File: src/rtl/gate_sched.sv
// gate_sched: sequences measurement gates for the measure datapath.
// Single-shot or continuous gating, per-gate timeout, host stop, and an
// optional automatic range step selected with GATE_SCHED_AUTO_RANGE_EN.
module gate_sched #(
  parameter int unsigned HOLDOFF_CYC = 16,
  parameter logic [23:0] TIMEOUT_CYC = 24'd12_000_000,
  parameter logic [31:0] LO_TH       = 32'd1000,
  parameter logic [31:0] HI_TH       = 32'd1_000_000
) (
  input  logic        clk_i,
  input  logic        rst_i,
  input  logic        start_i,
  input  logic        stop_i,
  input  logic        cont_i,
  input  logic [2:0]  range_cfg_i,
  input  logic        meas_done_i,
  input  logic [63:0] meas_data_i,
  output logic        gate_st_o,
  output logic [7:0]  gate_time_o,
  output logic        busy_o,
  output logic        res_vld_o,
  output logic [2:0]  res_range_o,
  output logic        timeout_o
);

  typedef enum logic [2:0] {
    ST_IDLE,
    ST_ARM,
    ST_WAIT,
    ST_EVAL,
    ST_HOLD
  } state_t;

  state_t      state_q, state_d;
  logic        cont_q, cont_d;
  logic [2:0]  range_q, range_d;
  logic [23:0] to_cnt_q, to_cnt_d;
  logic [31:0] hold_cnt_q, hold_cnt_d;
  logic        gate_st_q, gate_st_d;
  logic [7:0]  gate_time_q, gate_time_d;
  logic        busy_q, busy_d;
  logic        res_vld_q, res_vld_d;
  logic [2:0]  res_range_q, res_range_d;
  logic        timeout_q, timeout_d;

`ifdef GATE_SCHED_AUTO_RANGE_EN
  // Only the signal count drives range decisions; the reference count
  // belongs to the downstream frequency computation.
  logic [31:0] sig_q, sig_d;
  logic        unused_ref;
  assign unused_ref = ^meas_data_i[63:32];
`else
  logic        unused_cfg;
  assign unused_cfg = ^{meas_data_i, LO_TH, HI_TH};
`endif

  assign gate_st_o   = gate_st_q;
  assign gate_time_o = gate_time_q;
  assign busy_o      = busy_q;
  assign res_vld_o   = res_vld_q;
  assign res_range_o = res_range_q;
  assign timeout_o   = timeout_q;

  // Next-state and next-output computation for the gate sequencer.
  always_comb begin
    state_d     = state_q;
    cont_d      = cont_q;
    range_d     = range_q;
    to_cnt_d    = to_cnt_q;
    hold_cnt_d  = hold_cnt_q;
    gate_st_d   = 1'b0;
    res_vld_d   = 1'b0;
    res_range_d = res_range_q;
    timeout_d   = timeout_q;
`ifdef GATE_SCHED_AUTO_RANGE_EN
    sig_d       = sig_q;
`endif

    unique case (state_q)
      ST_IDLE: begin
        if (start_i && !stop_i) begin
          cont_d    = cont_i;
          range_d   = range_cfg_i;
          timeout_d = 1'b0;
          state_d   = ST_ARM;
        end
      end
      ST_ARM: begin
        gate_st_d = 1'b1;
        to_cnt_d  = '0;
        state_d   = ST_WAIT;
      end
      ST_WAIT: begin
        // Result pulse is raised on entry to EVAL so it lands one cycle
        // after meas_done_i; the range update follows on EVAL exit.
        if (meas_done_i) begin
`ifdef GATE_SCHED_AUTO_RANGE_EN
          sig_d       = meas_data_i[31:0];
`endif
          res_vld_d   = 1'b1;
          res_range_d = range_q;
          state_d     = ST_EVAL;
        end else if (to_cnt_q == TIMEOUT_CYC - 24'd1) begin
          timeout_d = 1'b1;
          state_d   = ST_IDLE;
        end else begin
          to_cnt_d = to_cnt_q + 24'd1;
        end
      end
      ST_EVAL: begin
`ifdef GATE_SCHED_AUTO_RANGE_EN
        if (sig_q < LO_TH && range_q != 3'd7) begin
          range_d = range_q + 3'd1;
        end else if (sig_q > HI_TH && range_q != 3'd0) begin
          range_d = range_q - 3'd1;
        end
`endif
        hold_cnt_d = '0;
        state_d    = cont_q ? ST_HOLD : ST_IDLE;
      end
      ST_HOLD: begin
        if (HOLDOFF_CYC == 0 || hold_cnt_q == HOLDOFF_CYC - 1) begin
          state_d = ST_ARM;
        end else begin
          hold_cnt_d = hold_cnt_q + 32'd1;
        end
      end
      default: state_d = ST_IDLE;
    endcase

    // Host stop overrides everything except the range already in use.
    if (stop_i && state_q != ST_IDLE) begin
      state_d     = ST_IDLE;
      gate_st_d   = 1'b0;
      res_vld_d   = 1'b0;
      res_range_d = res_range_q;
      timeout_d   = timeout_q;
      range_d     = range_q;
    end

    gate_time_d = 8'h01 << range_d;
    busy_d      = (state_d != ST_IDLE);
  end

  // State and registered outputs, synchronous active-high reset.
  always_ff @(posedge clk_i) begin
    if (rst_i) begin
      state_q     <= ST_IDLE;
      cont_q      <= 1'b0;
      range_q     <= '0;
      to_cnt_q    <= '0;
      hold_cnt_q  <= '0;
      gate_st_q   <= 1'b0;
      gate_time_q <= 8'h01;
      busy_q      <= 1'b0;
      res_vld_q   <= 1'b0;
      res_range_q <= '0;
      timeout_q   <= 1'b0;
`ifdef GATE_SCHED_AUTO_RANGE_EN
      sig_q       <= '0;
`endif
    end else begin
      state_q     <= state_d;
      cont_q      <= cont_d;
      range_q     <= range_d;
      to_cnt_q    <= to_cnt_d;
      hold_cnt_q  <= hold_cnt_d;
      gate_st_q   <= gate_st_d;
      gate_time_q <= gate_time_d;
      busy_q      <= busy_d;
      res_vld_q   <= res_vld_d;
      res_range_q <= res_range_d;
      timeout_q   <= timeout_d;
`ifdef GATE_SCHED_AUTO_RANGE_EN
      sig_q       <= sig_d;
`endif
    end
  end

endmodule

File: config.mk
export PLATFORM = sky130hd
export DESIGN_NAME = gate_sched
export DESIGN_NICKNAME = d
export VERILOG_FILES = /design/src/rtl/gate_sched.sv
export SDC_FILE = /design/constraint.sdc
export NUM_CORES = 1
export LEC_CHECK = 0
export CORE_MARGIN = 5
export CORE_UTILIZATION = 26
export DETAILED_ROUTE_END_ITERATION = 16
export HOLD_SLACK_MARGIN = 0.02
export MAX_ROUTING_LAYER = met4
export PLACE_DENSITY = 0.46
export SYNTH_ARGS = -nofsm -noshare
export SYNTH_HDL_FRONTEND = slang
export SYNTH_SLANG_ARGS = --single-unit
File: constraint.sdc
create_clock -name clk_i -period 5.95 [get_ports clk_i]
set_input_delay 1.19 -clock clk_i [delete_from_list [all_inputs] [get_ports clk_i]]
set_output_delay 1.19 -clock clk_i [all_outputs]
set_load 0.02 [all_outputs]
==> results.json <==
{
  "status": "finished, final reports clean",
  "seq_area_sq_um": 1560,
  "cts_hold_buffers": 0,
  "hold_class": "reg -> reg",
  "fillers": 1442,
  "overflow": 0,
  "path_buf_inv": 1,
  "crit_path_end_kind": "register",
  "cts.clk_slew.worst_paths_ns": 0.06,
  "finalNetCount": 518,
  "drc_errors": 0,
  "p_leak_nw": 1.38,
  "syn_inst": 425,
  "tns_ns": 0,
  "synth_cell_type_count": 57,
  "synth_top_cells_by_count": "dfxtp_1 (78), nor2_1 (66), nand2_1 (34)",
  "clk_latency_ns": 0.33,
  "antenna_found_initial": 0,
  "worst_pin_slew_ns": 1.14,
  "setup_violations": 0,
  "layout_min_cycle_time_ns": 3.04,
  "die_x_um": 128,
  "first_pass_iters": 4,
  "grt_first_pass_wirelength_mm": 14.1,
  "cts_setup_buffers": 0,
  "cts_made_buffers": 9,
  "cts-root-buf": "clkbuf_16",
  "die_area_sq_um": 16500,
  "power_density_nw_per_um2": 257,
  "drt_iter0_markers": 144,
  "yosys_warnings": 0,
  "dp_cells": 612,
  "hpwl_mm": 5.64,
  "multiInputGateArea_sq_um": 1970,
  "diodes": 0,
  "slowest_delay_ns": 0.60,
  "synth_area_leaders": "dfxtp_1 (43%), xnor2_1 (7.2%), nor2_1 (6.8%), nand3_1 (3.6%), nand2_1 (3.5%)",
  "holdWs_ns": 0.463,
  "crit_chain": "clkdlybuf4s50_1 -> nor3b_4 -> o31ai_4 -> a21o_4 -> or4_1 -> a21oi_2",
  "synth_fp_nets": 500,
  "worstSetupPathType": "in -> reg",
  "fin_cells": 628,
  "cts_resized": 0,
  "grt_max_degree": 31,
  "period_share_pct": 51.1,
  "slew_headroom_pct": 23.7,
  "maxCapViolCount": 0,
  "irDropWorstVdd_mv": 0.0955,
  "place_congestion": 0.771,
  "grt_pass1_vias": 2916,
  "vias": 3018,
  "critPathSlowestCell": "clkdlybuf4s50_1",
  "synth_top_area_share_pct": 42.9,
  "hold_violations": 0,
  "startpoint_type": "primary input",
  "skew_ns": 0.00462,
  "grt_usage_pct": 10.8,
  "synth.most_common_cell": "dfxtp_1",
  "final_antenna_net_count": 0,
  "ys_ff_latch": 78,
  "max_freq_ghz": 0.329,
  "syn_to_final_growth_pct": 18.2,
  "cp_max_fo": 12,
  "place.port_buffers": 23,
  "drive_gt1_share_pct": 7.14,
  "drv_slew": 0,
  "synth-edff-count": 0,
  "syn_avg_cell_area_sq_um": 8.57,
  "path_delay_family": "simple AND/OR/NAND/NOR gates",
  "synth_top_area_cell": "dfxtp_1",
  "rsz0062_at_grt": "false",
  "start_util_pct": 26.3,
  "h-tree-depth": 3,
  "vias_per_cell": 4.81,
  "design.core.area_sq_um": 13800,
  "async_reset_ff_share_pct": 0,
  "fp.dieH_um": 128,
  "ys.flop_type": "dfxtp_1",
  "wl_per_cell_um": 12.9,
  "clock-sinks": 78,
  "cp.required_ns": 6.22,
  "netlist_area_sq_um": 3640,
  "cts_tree": "built",
  "wirelength_mm": 8.13,
  "num_rows": 43,
  "ys_seq_area_share_pct": 42.9,
  "clockBufferDepth": 2,
  "cp_data_arrival_time_ns": 3.31,
  "io_pins": 88
}
placed cells by master (no fill, tap or decap), drive strengths merged, types with 2 or more instances in the layout:
cell and count:
a2111oi 2, a211oi 7, a21o 3, a21oi 13
a31oi 3, and2 4, and3 6, and4 2
clkbuf 9, clkdlybuf4s50 23, clkinv 3, dfxtp 78
ha 2, inv 14, mux2i 5, nand2 34
nand2b 7, nand3 26, nand3b 2, nand4 13
nor2 66, nor2b 2, nor3 21, nor3b 3
nor4 13, nor4b 2, o211ai 5, o21ai 6
o31ai 3, or2 6, or3 6, or4 5
xnor2 30, xor2 11
logic make-up after synthesis:
logic type                 after synthesis  synth area share [%]
adders and majority gates                3                 0.962
and+or+nand+nor                        223                  32.0
DFF                                     78                  42.9
xor gates and xnor gates                41                  9.86
buffers and inverters                   27                  3.13
AOI/OAI and AO/OA                       48                  9.79
muxes                                    5                  1.37
final timing paths:
path / startpoint / endpoint / slack (ns) / depth (start not counted)
max: meas_done_i / to_cnt_q[5]$_SDFFE_PP0P_ / 2.91 / 6
min: res_range_o[2]$_SDFFE_PP0P_ / res_range_o[2]$_SDFFE_PP0P_ / 0.46 / 2
max reg2reg: hold_cnt_q[12]$_SDFFE_PP0P_ / hold_cnt_q[29]$_SDFFE_PP0P_ / 3.66 / 6
min reg2reg: res_range_o[2]$_SDFFE_PP0P_ / res_range_o[2]$_SDFFE_PP0P_ / 0.46 / 2
state kept, by name, summed over array words and instances, names as in the netlist, 3 cells and up:
name,flops
to_cnt_q,24
res_range_o,3
range_q,3
state_q,3
hold_cnt_q,32
gate_time_o,8
metal layers:
metal  vias up  track usage [%]  share of wire, %
met1      1416             14.3                51
li1       1539                -                 -
met5         -                -                 0
met3        13             1.70               2.6
met2        50             15.8                44
met4         0             5.68               2.5
area by class of cell:
cell class | count | share of cell area (%)
multi-input combinational | 320 | 45.7
clock buffer | 9 | 5.23
timing repair buffer | 23 | 5.35
tap | 180 | 5.23
sequential | 78 | 36.3
inverter | 11 | 0.959
clock inverter | 7 | 1.31
power by group:
group	total [mW]	internal, mW	leakage, nW	switching (mW)
logic	0.0550	0.0206	0.612	0.0344
clock network	0.519	0.287	0.137	0.232
registers	0.532	0.528	0.629	0.00446
total	1.11	0.836	1.38	0.271
metrics by stage:
step           cell area, sq um  setup slack [ns]  total power, mW  util (%)
2_1_floorplan              3640              3.23            0.581         -
3_3_place_gp               4030              2.48            0.600      29.1
3_5_place_dp               4030              2.44            0.601      29.1
4_1_cts                    4310              2.81             1.13      31.1
5_1_grt                    4310              2.68             1.16      31.1
6_report                   4310              2.91             1.11      31.1
worst reg2reg max path, delay by kind of cell, from the launching register on:
| kind | cells | cell delay, ns |
|---|---|---|
| DFF | 1 | 0.39 |
| and+or+nand+nor | 5 | 1.58 |
| xor gates and xnor gates | 1 | 0.17 |
No activity file was read; power rests on OpenSTA's default activity.
